--- src/rtl/tstate_wb_sequencer_if.sv ---
// Bus bundle between the 6502C random-logic decoder and the T-state/writeback sequencer.
// WB_BYPASS_EN selects bypass_hit (bypass build) or stall_req (default build) as the hazard output.
interface tstate_wb_sequencer_if #(
  parameter int NUM_T    = 7,
  parameter int NUM_DEST = 3
) ();
  logic                rdy;
  logic                last_cyc;
  logic                wb_req;
  logic [NUM_DEST-1:0] wb_dest;
  logic [NUM_DEST-1:0] src_rd;
  logic [NUM_T-1:0]    t_state;
  logic [NUM_DEST-1:0] wb_en;
  logic                q_full;
  logic                t_ovf;
`ifdef WB_BYPASS_EN
  logic [NUM_DEST-1:0] bypass_hit;
`else
  logic                stall_req;
`endif

  // Decoder side: drives cycle qualifiers, observes sequencing and writeback
  modport master (
    output rdy, last_cyc, wb_req, wb_dest, src_rd,
`ifdef WB_BYPASS_EN
    input  bypass_hit,
`else
    input  stall_req,
`endif
    input  t_state, wb_en, q_full, t_ovf
  );

  // Sequencer side
  modport slave (
    input  rdy, last_cyc, wb_req, wb_dest, src_rd,
`ifdef WB_BYPASS_EN
    output bypass_hit,
`else
    output stall_req,
`endif
    output t_state, wb_en, q_full, t_ovf
  );
endinterface

--- src/rtl/tstate_wb_sequencer.sv ---
// T-state sequencer with deferred register writeback (fetch/execute overlap).
// One-hot T-state generation, sticky overrun flag, and a small FIFO of pending
// one-hot writeback destinations that fire in slot WB_SLOT or on last_cyc.
// Optional feature macro: WB_BYPASS_EN (bypass_hit output replaces stall_req).
module tstate_wb_sequencer #(
  parameter int NUM_T    = 7,
  parameter int NUM_DEST = 3,
  parameter int WB_SLOT  = 2,
  parameter int Q_DEPTH  = 2
) (
  input  logic                  phi1,
  input  logic                  rst,
  tstate_wb_sequencer_if.slave  bus
);

  localparam int CNT_W = $clog2(Q_DEPTH + 1);
  localparam logic [NUM_T-1:0]    T1_ONEHOT = {{(NUM_T-2){1'b0}}, 2'b10};
  localparam logic [NUM_DEST-1:0] DEST_ONE  = {{(NUM_DEST-1){1'b0}}, 1'b1};

  logic [NUM_T-1:0]    t_state_q, t_state_d;
  logic                t_ovf_q, t_ovf_d;
  logic [CNT_W-1:0]    count_q, count_d;
  logic [NUM_DEST-1:0] entry_q [Q_DEPTH];
  logic [NUM_DEST-1:0] entry_d [Q_DEPTH];

  logic                dest_onehot;
  logic                fire;
  logic                capture;
  logic [CNT_W-1:0]    count_pop;
  logic [NUM_DEST-1:0] pend_masked [Q_DEPTH];
  logic [NUM_DEST-1:0] pend_or;
  logic [NUM_DEST-1:0] hit;

  // A malformed (zero or multi-hot) destination is silently dropped on capture.
  assign dest_onehot = (bus.wb_dest != '0) &&
                       ((bus.wb_dest & (bus.wb_dest - DEST_ONE)) == '0);

  // last_cyc also fires so an instruction shorter than WB_SLOT still flushes its predecessor.
  assign fire    = bus.rdy && (count_q != '0) && (t_state_q[WB_SLOT] || bus.last_cyc);
  assign capture = bus.rdy && bus.last_cyc && bus.wb_req && dest_onehot;

  // Valid entries that are still pending after this cycle (the firing head is excluded).
  generate
    for (genvar gi = 0; gi < Q_DEPTH; gi++) begin : g_pend
      assign pend_masked[gi] = ((count_q > CNT_W'(gi)) && !(fire && (gi == 0)))
                               ? entry_q[gi] : '0;
    end
  endgenerate

  // OR-reduce the pending destinations into one hazard mask.
  always_comb begin
    pend_or = '0;
    for (int i = 0; i < Q_DEPTH; i++) begin
      pend_or = pend_or | pend_masked[i];
    end
  end

  assign hit = bus.src_rd & pend_or;

  // Next T-state and sticky overrun flag; everything holds while rdy is low.
  always_comb begin
    t_state_d = t_state_q;
    t_ovf_d   = t_ovf_q;
    if (bus.rdy) begin
      if (bus.last_cyc) begin
        t_state_d = T1_ONEHOT;
      end else if (t_state_q[NUM_T-1]) begin
        t_state_d = T1_ONEHOT;
        t_ovf_d   = 1'b1;
      end else begin
        t_state_d = t_state_q << 1;
      end
    end
  end

  // Queue next state: pop the fired head first, then append the captured entry behind what remains.
  always_comb begin
    for (int i = 0; i < Q_DEPTH; i++) begin
      entry_d[i] = entry_q[i];
    end
    count_pop = count_q;
    if (fire) begin
      for (int i = 0; i < Q_DEPTH - 1; i++) begin
        entry_d[i] = entry_q[i+1];
      end
      entry_d[Q_DEPTH-1] = '0;
      count_pop = count_q - CNT_W'(1);
    end
    count_d = count_pop;
    // A full queue without a pop cannot see a capture because last_cyc always fires;
    // the guard just keeps an illegal sequence from corrupting the count.
    if (capture && (count_pop < CNT_W'(Q_DEPTH))) begin
      for (int i = 0; i < Q_DEPTH; i++) begin
        if (count_pop == CNT_W'(i)) begin
          entry_d[i] = bus.wb_dest;
        end
      end
      count_d = count_pop + CNT_W'(1);
    end
  end

  // State registers; reset lands in T1 (fetch) and discards any pending writebacks.
  always_ff @(posedge phi1 or posedge rst) begin
    if (rst) begin
      t_state_q <= T1_ONEHOT;
      t_ovf_q   <= 1'b0;
      count_q   <= '0;
      for (int i = 0; i < Q_DEPTH; i++) begin
        entry_q[i] <= '0;
      end
    end else begin
      t_state_q <= t_state_d;
      t_ovf_q   <= t_ovf_d;
      count_q   <= count_d;
      for (int i = 0; i < Q_DEPTH; i++) begin
        entry_q[i] <= entry_d[i];
      end
    end
  end

  assign bus.t_state = t_state_q;
  assign bus.t_ovf   = t_ovf_q;
  assign bus.q_full  = (count_q == CNT_W'(Q_DEPTH));
  assign bus.wb_en   = fire ? entry_q[0] : '0;

`ifdef WB_BYPASS_EN
  // Datapath forwards SB onto the read bus for these registers.
  assign bus.bypass_hit = hit;
`else
  // System holds rdy low while a read depends on a not-yet-written register.
  assign bus.stall_req = |hit;
`endif

endmodule

--- src/flat_wrapper.sv ---
// flat-port wrapper written by rule: the top's interface ports become plain ports
module tstate_wb_sequencer_flat 
#(
  parameter int NUM_T    = 7,
  parameter int NUM_DEST = 3,
  parameter int WB_SLOT  = 2,
  parameter int Q_DEPTH  = 2
)
  (phi1, rst, bus_rdy, bus_last_cyc, bus_wb_req, bus_wb_dest, bus_src_rd, bus_stall_req, bus_t_state, bus_wb_en, bus_q_full, bus_t_ovf);
  tstate_wb_sequencer_if #(.NUM_T(NUM_T), .NUM_DEST(NUM_DEST)) bus_i ();
  input  logic phi1;
  input  logic rst;
  input wire logic [$bits(bus_i.rdy)-1:0] bus_rdy;
  input wire logic [$bits(bus_i.last_cyc)-1:0] bus_last_cyc;
  input wire logic [$bits(bus_i.wb_req)-1:0] bus_wb_req;
  input wire logic [$bits(bus_i.wb_dest)-1:0] bus_wb_dest;
  input wire logic [$bits(bus_i.src_rd)-1:0] bus_src_rd;
  output wire logic [$bits(bus_i.stall_req)-1:0] bus_stall_req;
  output wire logic [$bits(bus_i.t_state)-1:0] bus_t_state;
  output wire logic [$bits(bus_i.wb_en)-1:0] bus_wb_en;
  output wire logic [$bits(bus_i.q_full)-1:0] bus_q_full;
  output wire logic [$bits(bus_i.t_ovf)-1:0] bus_t_ovf;
  assign bus_i.rdy = bus_rdy;
  assign bus_i.last_cyc = bus_last_cyc;
  assign bus_i.wb_req = bus_wb_req;
  assign bus_i.wb_dest = bus_wb_dest;
  assign bus_i.src_rd = bus_src_rd;
  assign bus_stall_req = bus_i.stall_req;
  assign bus_t_state = bus_i.t_state;
  assign bus_wb_en = bus_i.wb_en;
  assign bus_q_full = bus_i.q_full;
  assign bus_t_ovf = bus_i.t_ovf;
  tstate_wb_sequencer #(.NUM_T(NUM_T), .NUM_DEST(NUM_DEST), .WB_SLOT(WB_SLOT), .Q_DEPTH(Q_DEPTH)) u_core (.phi1(phi1), .rst(rst), .bus(bus_i));
endmodule
--- config.mk ---
export PLATFORM = sky130hd
export DESIGN_NAME = tstate_wb_sequencer_flat
export DESIGN_NICKNAME = d
export VERILOG_FILES = /design/src/rtl/tstate_wb_sequencer_if.sv /design/src/rtl/tstate_wb_sequencer.sv /design/src/flat_wrapper.sv
export SDC_FILE = /design/constraint.sdc
export NUM_CORES = 1
export LEC_CHECK = 0
export BUFFER_PORTS_ARGS = -buffer_cell sky130_fd_sc_hd__buf_4
export CORE_MARGIN = 3
export CORE_UTILIZATION = 35
export DETAILED_ROUTE_END_ITERATION = 10
export SLEW_MARGIN = 20
export SYNTH_ARGS = -nofsm -noshare
export SYNTH_HDL_FRONTEND = slang
export SYNTH_SLANG_ARGS = --single-unit
export TNS_END_PERCENT = 10
--- constraint.sdc ---
create_clock -name phi1 -period 3.11 [get_ports phi1]
set_input_delay 0.1555 -clock phi1 [delete_from_list [all_inputs] [get_ports phi1]]
set_output_delay 0.1555 -clock phi1 [all_outputs]
set_load 0.1 [all_outputs]
Word level (Yosys, flattened, before mapping)
Index checks and enable logic that the tools add are counted.

Reduce and logical (&&, ||, !) cells: 16. Bitwise logic cells: 4. Eq/ne operators: 2. Mux-type cells: 11. $lt $le $gt $ge: 3. Add/sub/neg operators: 3.

Operators with widths (count): 3-bit 2-to-1 mux (5); 7-bit 2-to-1 mux (2); 6-bit 2-to-1 mux (2); 1-bit logical AND (8); 3-bit bitwise AND (2); 2-bit by 1-bit greater-than comparator with 1-bit output, second input constant (2); 2-bit 2-to-1 mux (2); 3-bit logical NOT (1); 3-bit OR (1); 3-bit AND reduction (1); 3-bit nonzero test (1); 3-bit OR reduction (1); 3-bit by 1-bit subtractor with 3-bit output, second input constant (1); 2-bit by 1-bit adder with 2-bit output, second input constant (1); 2-bit by 1-bit equality test with 1-bit output, second input constant (1); 2-bit equality test, second input constant (1); 2-bit logical NOT (1); 2-bit less-than comparator, second input constant (1); 2-bit nonzero test (1); 2-bit by 1-bit subtractor with 2-bit output, second input constant (1); 1-bit logical NOT (1); 1-bit logical OR (1); 1-bit NOT (1).

Bits in registers: 16. Input bits: 11. Output and inout port bits: 13.

Logic depth before layout (Yosys ltp)
Gate-level depths: netlist of the first run.

Word-level depth: 9. Depth in mapped cells: 8. Depth with buffers taken out: 8.

Worst setup path after synthesis of the first run
Ideal clock, no wire load.

Kind: register to output. Start point: register u_core.t_state_q[2] (netlist: u_core.bus.t_state[2]). End point: output bus_wb_en[0]. Data arrival time: 2.199 ns. Cell stages (with the launch flop): 4. Path buffers: 0. Setup slack: 0.756 ns. Data required time: 2.954 ns. Cells stage by stage: dfrtp_1 > o21ai_2 > nor2_2 > and2_1.

Longest elaborated chain between the ends: 3.

Ends and longest elaborated chain: start: declaration (RTL line tstate_wb_sequencer.sv:20) `logic [NUM_T-1:0] t_state_q, t_state_d;`; start signal: assignment (RTL line tstate_wb_sequencer.sv:112) `t_state_q <= t_state_d;`; 1-bit logical OR (RTL line tstate_wb_sequencer.sv:39) `assign fire = bus.rdy && (count_q != '0) && (t_state_q[WB_SLOT] || bus.last_cyc);`; 1-bit logical AND (RTL line tstate_wb_sequencer.sv:39); 3-bit 2-to-1 mux (RTL line tstate_wb_sequencer.sv:124) `assign bus.wb_en = fire ? entry_q[0] : '0;`; end: declaration (RTL line flat_wrapper.sv:20) `output wire logic [$bits(bus_i.wb_en)-1:0] bus_wb_en;`.

No other way between the ends.

Final worst setup path of the first run
Start point: register u_core.count_q[0]. End point: output bus_stall_req.

Longest elaborated chain between the ends: 9.

Ends and longest elaborated chain: start: declaration (RTL line tstate_wb_sequencer.sv:22) `logic [CNT_W-1:0] count_q, count_d;`; start signal: assignment (RTL line tstate_wb_sequencer.sv:114) `count_q <= count_d;`; 2-bit nonzero test (RTL line tstate_wb_sequencer.sv:39); 1-bit logical AND (2 in series) (RTL line tstate_wb_sequencer.sv:39); 1-bit logical NOT (RTL line tstate_wb_sequencer.sv:45) `assign pend_masked[gi] = ((count_q > CNT_W'(gi)) && !(fire && (gi == 0)))`; 1-bit logical AND (RTL line tstate_wb_sequencer.sv:45); 3-bit 2-to-1 mux (RTL line tstate_wb_sequencer.sv:46) `? entry_q[gi] : '0;`; 3-bit OR * (RTL line tstate_wb_sequencer.sv:54) `pend_or = pend_or | pend_masked[i];`; 3-bit bitwise AND * (RTL line tstate_wb_sequencer.sv:58) `assign hit = bus.src_rd & pend_or;`; 3-bit OR reduction * (RTL line tstate_wb_sequencer.sv:131) `assign bus.stall_req = |hit;`; end: declaration (RTL line flat_wrapper.sv:18) `output wire logic [$bits(bus_i.stall_req)-1:0] bus_stall_req;`.

Every way passes the cells marked *; elsewhere a longest branch is shown, timed or not.

==> results of run 1 <==
## metrics by stage
stage,hold slack [ns],utilization,setup slack [ns],std cells
6_report,0.113,0.478,0.944,141
5_1_grt,0.125,0.478,0.771,141
4_1_cts,0.107,0.478,0.933,141
3_5_place_dp,0.258,0.462,1.07,136
3_3_place_gp,0.260,0.462,1.10,136
2_1_floorplan,0.0563,-,0.756,88
## repair_timing
| action | 4_1_cts | 5_1_grt |
|---|---|---|
| setup buffers | 0 | 0 |
| hold buffers | 1 | 0 |
| endpoints found under the hold margin | 14 | 0 |
## worst paths after layout
path | from | to | slack, ns | cells after the start
max | u_core.count_q[0] | bus_stall_req | 0.94 | 7
min | bus_rdy | u_core.bus.t_state[1] | 0.11 | 2
max reg2reg | u_core.count_q[0] | u_core.entry_q[1] | 1.05 | 7
min reg2reg | u_core.bus.t_ovf | u_core.bus.t_ovf | 0.47 | 1
max in group asynchronous | rst | u_core.bus.t_state[1] | 2.25 | 3
min in group asynchronous | rst | u_core.entry_q[3] | 0.49 | 3
## per-layer routing
metal	share of wire	track usage
met3	0.061	0.0209
met5	0	0
met2	0.45	0.184
met4	0.0072	0.0407
met1	0.48	0.144
## logic make-up (layout without fill, tap and decap cells)
logic type | Yosys count | count (layout) | synth area share
flip-flops | 15 | 15 | 0.431
adder cells (fa/ha/maj) | 5 | 5 | 0.0716
other | 1 | 1 | 0.00429
AND/OR/NAND/NOR | 23 | 23 | 0.139
AO/OA/AOI/OAI | 15 | 15 | 0.127
XOR/XNOR | 3 | 3 | 0.0387
multiplexers | 10 | 10 | 0.115
buffers and inverters | 16 | 41 | 0.0731
## layout make-up
cell class / count / area, um^2 / area share
Tap cell: 28 / 35.0 / 0.0319
Timing Repair Buffer: 23 / 175 / 0.159
Inverter: 14 / 52.6 / 0.0478
Clock buffer: 4 / 26.3 / 0.0239
Sequential cell: 15 / 377 / 0.343
Multi-Input combinational cell: 57 / 433 / 0.394
## where the power goes
| group | internal, mW | total [mW] | switching [mW] |
|---|---|---|---|
| clock | 0.0496 | 0.106 | 0.0567 |
| sequential | 0.235 | 0.269 | 0.0342 |
| combinational | 0.125 | 0.423 | 0.298 |
## cell usage in the layout (no fill, tap or decap), types with 3 or more instances in the layout
cell type	instances
buf_4	22
inv_1	14
dfrtp_1	14
mux2i_1	10
nand3_1	6
o21ai_0	5
ha_1	5
nand2_1	4
and2_1	4
a32o_1	3
clkbuf_4	3
## flip-flops by register name, summed over array words and instances, names as in the netlist
name / count
u_core.bus.t_state: 6
u_core.bus.t_ovf: 1
u_core.count_q: 2
u_core.entry_q: 6
==> impl_metrics.toml, run 1 <==
[cells_and_area]
antennaDiodeCount = 0
drive_gt1_frac = 0.265
fin_area_um2 = 1100
num-nets-final = 130
nFillCells = 236
synthToLayoutAreaGrowth_pct = 25.8

[synth]
yosysWarnings = 0
yosysTopAreaCellShare = 0.401
netlist_area_um2 = 873
yosysSeqAreaShare = 0.431
synthArstFlopShare = 1.00
synth_area_leader_cell = "dfrtp_1"
yosysUniqueCellTypes = 29
yosys-top-cells-count = "dfrtp_1 (14), inv_1 (14), mux2i_1 (10)"
ys_ff_latch = 15
postSynthNetCount = 104
synth_area_leaders = "dfrtp_1 (40%), mux2i_1 (11%), ha_1 (7.2%)"
synth_edf_count = 0
synth_area_per_cell_um2 = 9.92
netlist_instances = 88
synth_flop_cell = "dfrtp_1"

[critical_path]
path_delay_family = "compound AO/OA/AOI/OAI gates"
critPathLaunchType = "register"
critPathMostFrequentCell = "inv_1"
slowest_stage = "dfrtp_1"
criticalPathCategory = "reg2out"
critPathBufInv = 4
slowest_delay_ns = 0.43
cp_cell_sequence = "inv_1 > ha_1 > inv_1 > a32o_1 > a222oi_1 > inv_1 > buf_4"
worst_ep_arrival_time_ns = 2.01
worstPathRequired_ns = 2.95
path_max_fanout = 4
end_kind = "output port"

[timing]
setup_tns_ns = 0
final_hold_viol_count = 0
fin_crit_ns = 2.17
finClkSkew_ns = 0.00381
worst_pin_slew_ns = 0.559
slew_viol_final = 0
slew_headroom = 0.627
finalCritPeriodShare = 0.697
setup_violations = 0
rsz0062_at_grt = "no"
max_clock_freq_mhz = 462

[die]
die_y_um = 56.0
design.core.area_um2 = 2300
rows = 17
die_area_um2 = 3130
initial_core_util = 0.380
die_x_um = 56.0
pin_count = 24

[status]
status = "finished clean"

[clocking]
clk_latency_ns = 0.27
numCtsBuffers = 3
cts_buffer_depth = 2
cts_tree = "yes"
cts_max_level = 1
path_clk_slew_ns = 0.09
clock-sinks = 15
cts_resized = 0
root_buffer = "clkbuf_4"

[routing]
wl_um = 1680
drtIter0Drc = 19
drc = 0
drt-vias-per-instance = 4.87
route.vias.total = 686
drtPass1Iterations = 5
postRouteAntennaNets = 0
wire_per_inst_um = 11.9

[global_routing]
track_usage = 0.111
antenna_found_initial = 0
grt_pass1_wl_um = 2840
grt_max_degree = 16
grt-ovfl-total = 0
grt_pass1_vias = 667

[placed_design]
dpl.hpwl_um = 1320
gp_congestion = 0.768
port_buffers = 22
dpl_cell_area_um2 = 1060

[pwr]
power_mw = 0.798
p_per_area_nw_per_um2 = 727
p_leak_nw = 0.581
irDropWorstVdd_uv = 558

[min_path]
hp-class = "in2reg"

[flow_run]
max_cap_violations = 0
No activity file was read; power rests on OpenSTA's default activity.
==> run 2: changes to the inputs <==
==> constraint.sdc (replaced) <==
create_clock -name phi1 -period 1.9 [get_ports phi1]
set_input_delay 0.095 -clock phi1 [delete_from_list [all_inputs] [get_ports phi1]]
set_output_delay 0.095 -clock phi1 [all_outputs]
set_load 0.1 [all_outputs]
==> run 2 against run 1 <==
Compared with the run above: hold slack lost 0.071 ns; critical endpoint unchanged; largest cell class unchanged; critical path type unchanged; highest routed layer unchanged; clock skew increased by 0.0061 ns; the run now ends with setup timing left; sequential power is 62% higher; final area increased by 10%.
==> impl_metrics.toml, run 2 (synthesis gave the netlist of run 1 again) <==
[status]
status = "finished, violations left"
violations = "setup timing"

[clocking]
path_clk_slew_ns = 0.10
numCtsBuffers = 3
cts_buffer_depth = 2
clock-sinks = 15
clk_latency_ns = 0.28
cts_tree = "yes"
root_buffer = "clkbuf_4"
cts_max_level = 1

[critical_path]
rrSetupSlack_ns = -0.01
end_kind = "output port"
worstPathRequired_ns = 1.80
critPathLaunchType = "register"
r2r-end = "u_core.entry_q[2]"
crit_cells = 7
slowest_delay_ns = 0.41
cp_cell_sequence = "inv_2 > ha_4 > inv_2 > a32o_1 > a222oi_1 > inv_1 > buf_12"
timing.rr.start = "u_core.count_q[0]"
r2r_cells = 8
path_max_fanout = 4
critPathBufInv = 4
worst_ep_arrival_time_ns = 1.86
criticalPathCategory = "reg2out"
slowest_stage = "dfrtp_1"
path_delay_family = "compound AO/OA/AOI/OAI gates"
critPathMostFrequentCell = "inv_2"

[cells_and_area]
most-common-layout-cells = "buf_4 (27), dfrtp_1 (13), inv_1 (11), mux2i_1 (10), nand3_1 (6)"
finalNonFillerCells = 149
antennaDiodeCount = 0
mostFrequentLayoutCell = "buf_4"
synthToLayoutAreaGrowth_pct = 38.5
fin_area_um2 = 1210
drive_gt1_frac = 0.413
num-nets-final = 138

[placed_design]
gp_congestion = 0.801
dp_slack_ns = -0.0255
port_buffers = 22
dpl_cell_area_um2 = 1110
place_inst = 141
dpl.hpwl_um = 1400

[global_routing]
antenna_found_initial = 0
grt-ovfl-total = 0
grt_pass1_vias = 754
track_usage = 0.127
grt_pass1_wl_um = 3260
grt_max_degree = 16

[timing]
final_hold_viol_count = 0
finalCritPeriodShare = 1.03
finClkSkew_ns = 0.00992
hold_ws_ns = 0.0423
worst_pin_slew_ns = 0.569
setup_violations = 2
slew_headroom = 0.620
rsz0062_at_grt = "yes"
slew_viol_final = 0
fin_ws_ns = -0.0511
fin_crit_ns = 1.95
max_clock_freq_mhz = 513

[die]
initial_core_util = 0.380
die_x_um = 56.0
rows = 17
design.core.area_um2 = 2300
die_y_um = 56.0
pin_count = 24
die_area_um2 = 3130

[min_path]
hold-path-endpoint = "u_core.bus.t_state[1]"
hold_depth = 2
hp-class = "in2reg"
hp-start = "bus_rdy"

[routing]
drtPass1Iterations = 5
drtIter0Drc = 18
wire_per_inst_um = 12.4
drc = 0
wl_um = 1850
route.vias.total = 745
drt-vias-per-instance = 5.00
postRouteAntennaNets = 0

[flow_run]
max_cap_violations = 0

[pwr]
p_per_area_nw_per_um2 = 1270
p_leak_nw = 0.628
irDropWorstVdd_uv = 852
run 2: changes by cell type in the layout (fill, tap and decap cells not counted), sizes merged:
cell	before	now
buf	22	30
clkbuf	4	3
clkinv	0	1
run 2: per-layer routing:
metal  global-route usage  wire length (um)
met5                    0                 0
met4               0.0407                 6
met3               0.0232               105
met2                0.221               920
met1                0.156               814
run 2: worst max path at each step:
stage                     slack (ns)           endpoint               from
final                          -0.05      bus_stall_req  u_core.count_q[0]
after floorplan                 0.01  u_core.entry_q[0]  u_core.count_q[0]
after CTS                     -0.002      bus_stall_req  u_core.count_q[0]
after global placement          0.02  u_core.entry_q[2]  u_core.count_q[1]
after detailed placement       -0.03  u_core.entry_q[2]  u_core.count_q[0]
after global routing           -0.11      bus_stall_req  u_core.count_q[0]
run 2: area by class of cell:
cell class | count | area [um^2]
multi-input combinational | 57 | 459
fill | 222 | 1090
sequential | 15 | 380
clock inverter | 1 | 5.00
inverter | 14 | 52.6
tap | 28 | 35.0
timing repair buffer | 31 | 255
clock buffer | 3 | 22.5
run 2: what timing repair did:
item,4_1_cts,5_1_grt
endpoints found under the hold margin,14,0
hold buffers,1,0
pin swaps,3,3
resized for setup,11,1
buffers inserted,2,1
endpoints found under the setup margin,4,10
run 2: metrics by stage:
stage	power, mW	setup TNS [ns]	utilization
after floorplan	1.02	0	-
after global placement	1.21	0	0.484
after detailed placement	1.23	-0.0255	0.484
after CTS	1.52	-0.00192	0.522
after global routing	1.65	-0.856	0.527
final	1.54	-0.0638	0.527
run 2: power breakdown:
group | switching (mW) | internal (mW)
clock network | 0.102 | 0.0779
registers | 0.0499 | 0.386
logic | 0.556 | 0.364
total | 0.708 | 0.828
==> run 3: changes to the inputs <==
==> constraint.sdc (replaced) <==
create_clock -name phi1 -period 1.9 [get_ports phi1]
set_input_delay 0.38 -clock phi1 [delete_from_list [all_inputs] [get_ports phi1]]
set_output_delay 0.38 -clock phi1 [all_outputs]
set_load 0.1 [all_outputs]
==> run 3 against run 2 <==
Compared with the run above: the flow still finishes with violations (setup timing); core utilization up 2.3 points; count of clock-buffer cells in the layout up 1; non-clock buffer count up 1; largest cell class unchanged; highest routed layer unchanged.
==> impl_metrics.toml, run 3 (synthesis gave the netlist of run 1 again) <==
[timing]
finalCritPeriodShare = 1.15
slew_viol_final = 0
finClkSkew_ns = 0.000791
rsz0062_at_grt = "yes"
max_clock_freq_mhz = 459
final_hold_viol_count = 0
fin_crit_ns = 2.18
fin_ws_ns = -0.277
setup_violations = 3
slew_headroom = 0.612
worst_pin_slew_ns = 0.581

[global_routing]
grt_max_degree = 16
antenna_found_initial = 0
grt_pass1_vias = 771
grt-ovfl-total = 0
grt_pass1_wl_um = 3410
track_usage = 0.139

[die]
die_y_um = 56.0
rows = 17
pin_count = 24
die_area_um2 = 3130
design.core.area_um2 = 2300
initial_core_util = 0.380
die_x_um = 56.0

[pwr]
combPwrFrac = 0.609
p_per_area_nw_per_um2 = 1250
irDropWorstVdd_uv = 907
p_sw_frac = 0.457
p_leak_nw = 0.637
switchingPower_mw = 0.720
p_clk_frac = 0.115
seq_power_share = 0.276
internal_power_mw = 0.857

[critical_path]
path_max_fanout = 3
criticalPathCategory = "reg2out"
end_kind = "output port"
worst_ep_arrival_time_ns = 1.80
critPathLaunchType = "register"
worstPathRequired_ns = 1.52

[placed_design]
dpl.hpwl_um = 1470
dp_slack_ns = -0.0639
gp_congestion = 0.762
port_buffers = 22
dpl_cell_area_um2 = 1150

[cells_and_area]
most-common-layout-cells = "buf_4 (27), dfrtp_1 (13), mux2i_1 (10), inv_1 (10), nand3_1 (6)"
num-nets-final = 139
nFillCells = 218
antennaDiodeCount = 0
mostFrequentLayoutCell = "buf_4"
synthToLayoutAreaGrowth_pct = 44.6
drive_gt1_frac = 0.443
fin_area_um2 = 1260

[routing]
drtIter0Drc = 12
postRouteAntennaNets = 0
route.vias.total = 738
wire_per_inst_um = 12.7
drtPass1Iterations = 4
drt-vias-per-instance = 4.92
wl_um = 1900
drc = 0

[clocking]
cts_max_level = 1
cts_tree = "yes"
path_clk_slew_ns = 0.09
numCtsBuffers = 3
root_buffer = "clkbuf_4"
clock-sinks = 15
cts_buffer_depth = 2
clk_latency_ns = 0.28

[status]
status = "finished, violations left"
violations = "setup timing"

[min_path]
hp-class = "in2async"

[flow_run]
max_cap_violations = 0
-- run 3: layout make-up --
class / instances / area (um^2) / share of cell area
Sequential cell: 15 / 380 / 0.301
Inverter: 14 / 52.6 / 0.0416
Multi-Input combinational cell: 57 / 479 / 0.380
Timing Repair Buffer: 32 / 289 / 0.229
Tap cell: 28 / 35.0 / 0.0278
Clock buffer: 4 / 26.3 / 0.0208
-- run 3: final timing paths --
path                              startpoint                     to  slack [ns]  cells after the start
max                        u_core.count_q[1]          bus_stall_req       -0.28                      6
min                                      rst       u_core.bus.t_ovf        0.15                      2
max reg2reg                u_core.count_q[1]      u_core.entry_q[3]        0.01                      8
min reg2reg                 u_core.bus.t_ovf       u_core.bus.t_ovf        0.46                      1
max in group asynchronous                rst  u_core.bus.t_state[2]        1.31                      2
min in group phi1             bus_wb_dest[1]      u_core.entry_q[1]        0.38                      3
-- run 3: through the flow --
stage / TNS [ns] / cells / hold slack, ns / util / power [mW]
after global placement: 0 / 144 / 0.444 / 0.501 / 1.26
final: -0.295 / 150 / 0.155 / 0.550 / 1.58
after floorplan: -0.0582 / 88 / 0.281 / - / 1.04
after detailed placement: -0.240 / 144 / 0.449 / 0.501 / 1.28
after CTS: -0.345 / 149 / 0.166 / 0.541 / 1.55
after global routing: -1.10 / 150 / 0.205 / 0.550 / 1.70
-- run 3: what timing repair did --
| item | CTS | global route |
|---|---|---|
| endpoints found under the setup margin | 10 | 10 |
| buffers inserted | 1 | 1 |
| gates resized for setup | 17 | 4 |
| hold buffers | 0 | 0 |
| pin swaps | 4 | 1 |
-- run 3: routing by layer --
metal	track usage	routed length [um]
met5	0	0
met1	0.168	832
met4	0.0712	31
met2	0.233	950
met3	0.0278	91
-- run 3: critical path, stage by stage (launching register included) --
cell	delay (ns)
dfrtp_1	0.40
buf_4	0.15
nor2b_1	0.15
a32o_1	0.21
a222oi_1	0.35
inv_2	0.08
buf_12	0.17
-- run 3: power by group through the flow --
stage | Clock (mW) | Sequential, mW | Combinational (mW)
3_3_place_gp | 0 | 0.434 | 0.824
6_report | 0.181 | 0.435 | 0.961
2_1_floorplan | 0 | 0.548 | 0.489
3_5_place_dp | 0 | 0.436 | 0.848
5_1_grt | 0.207 | 0.445 | 1.04
4_1_cts | 0.191 | 0.434 | 0.930
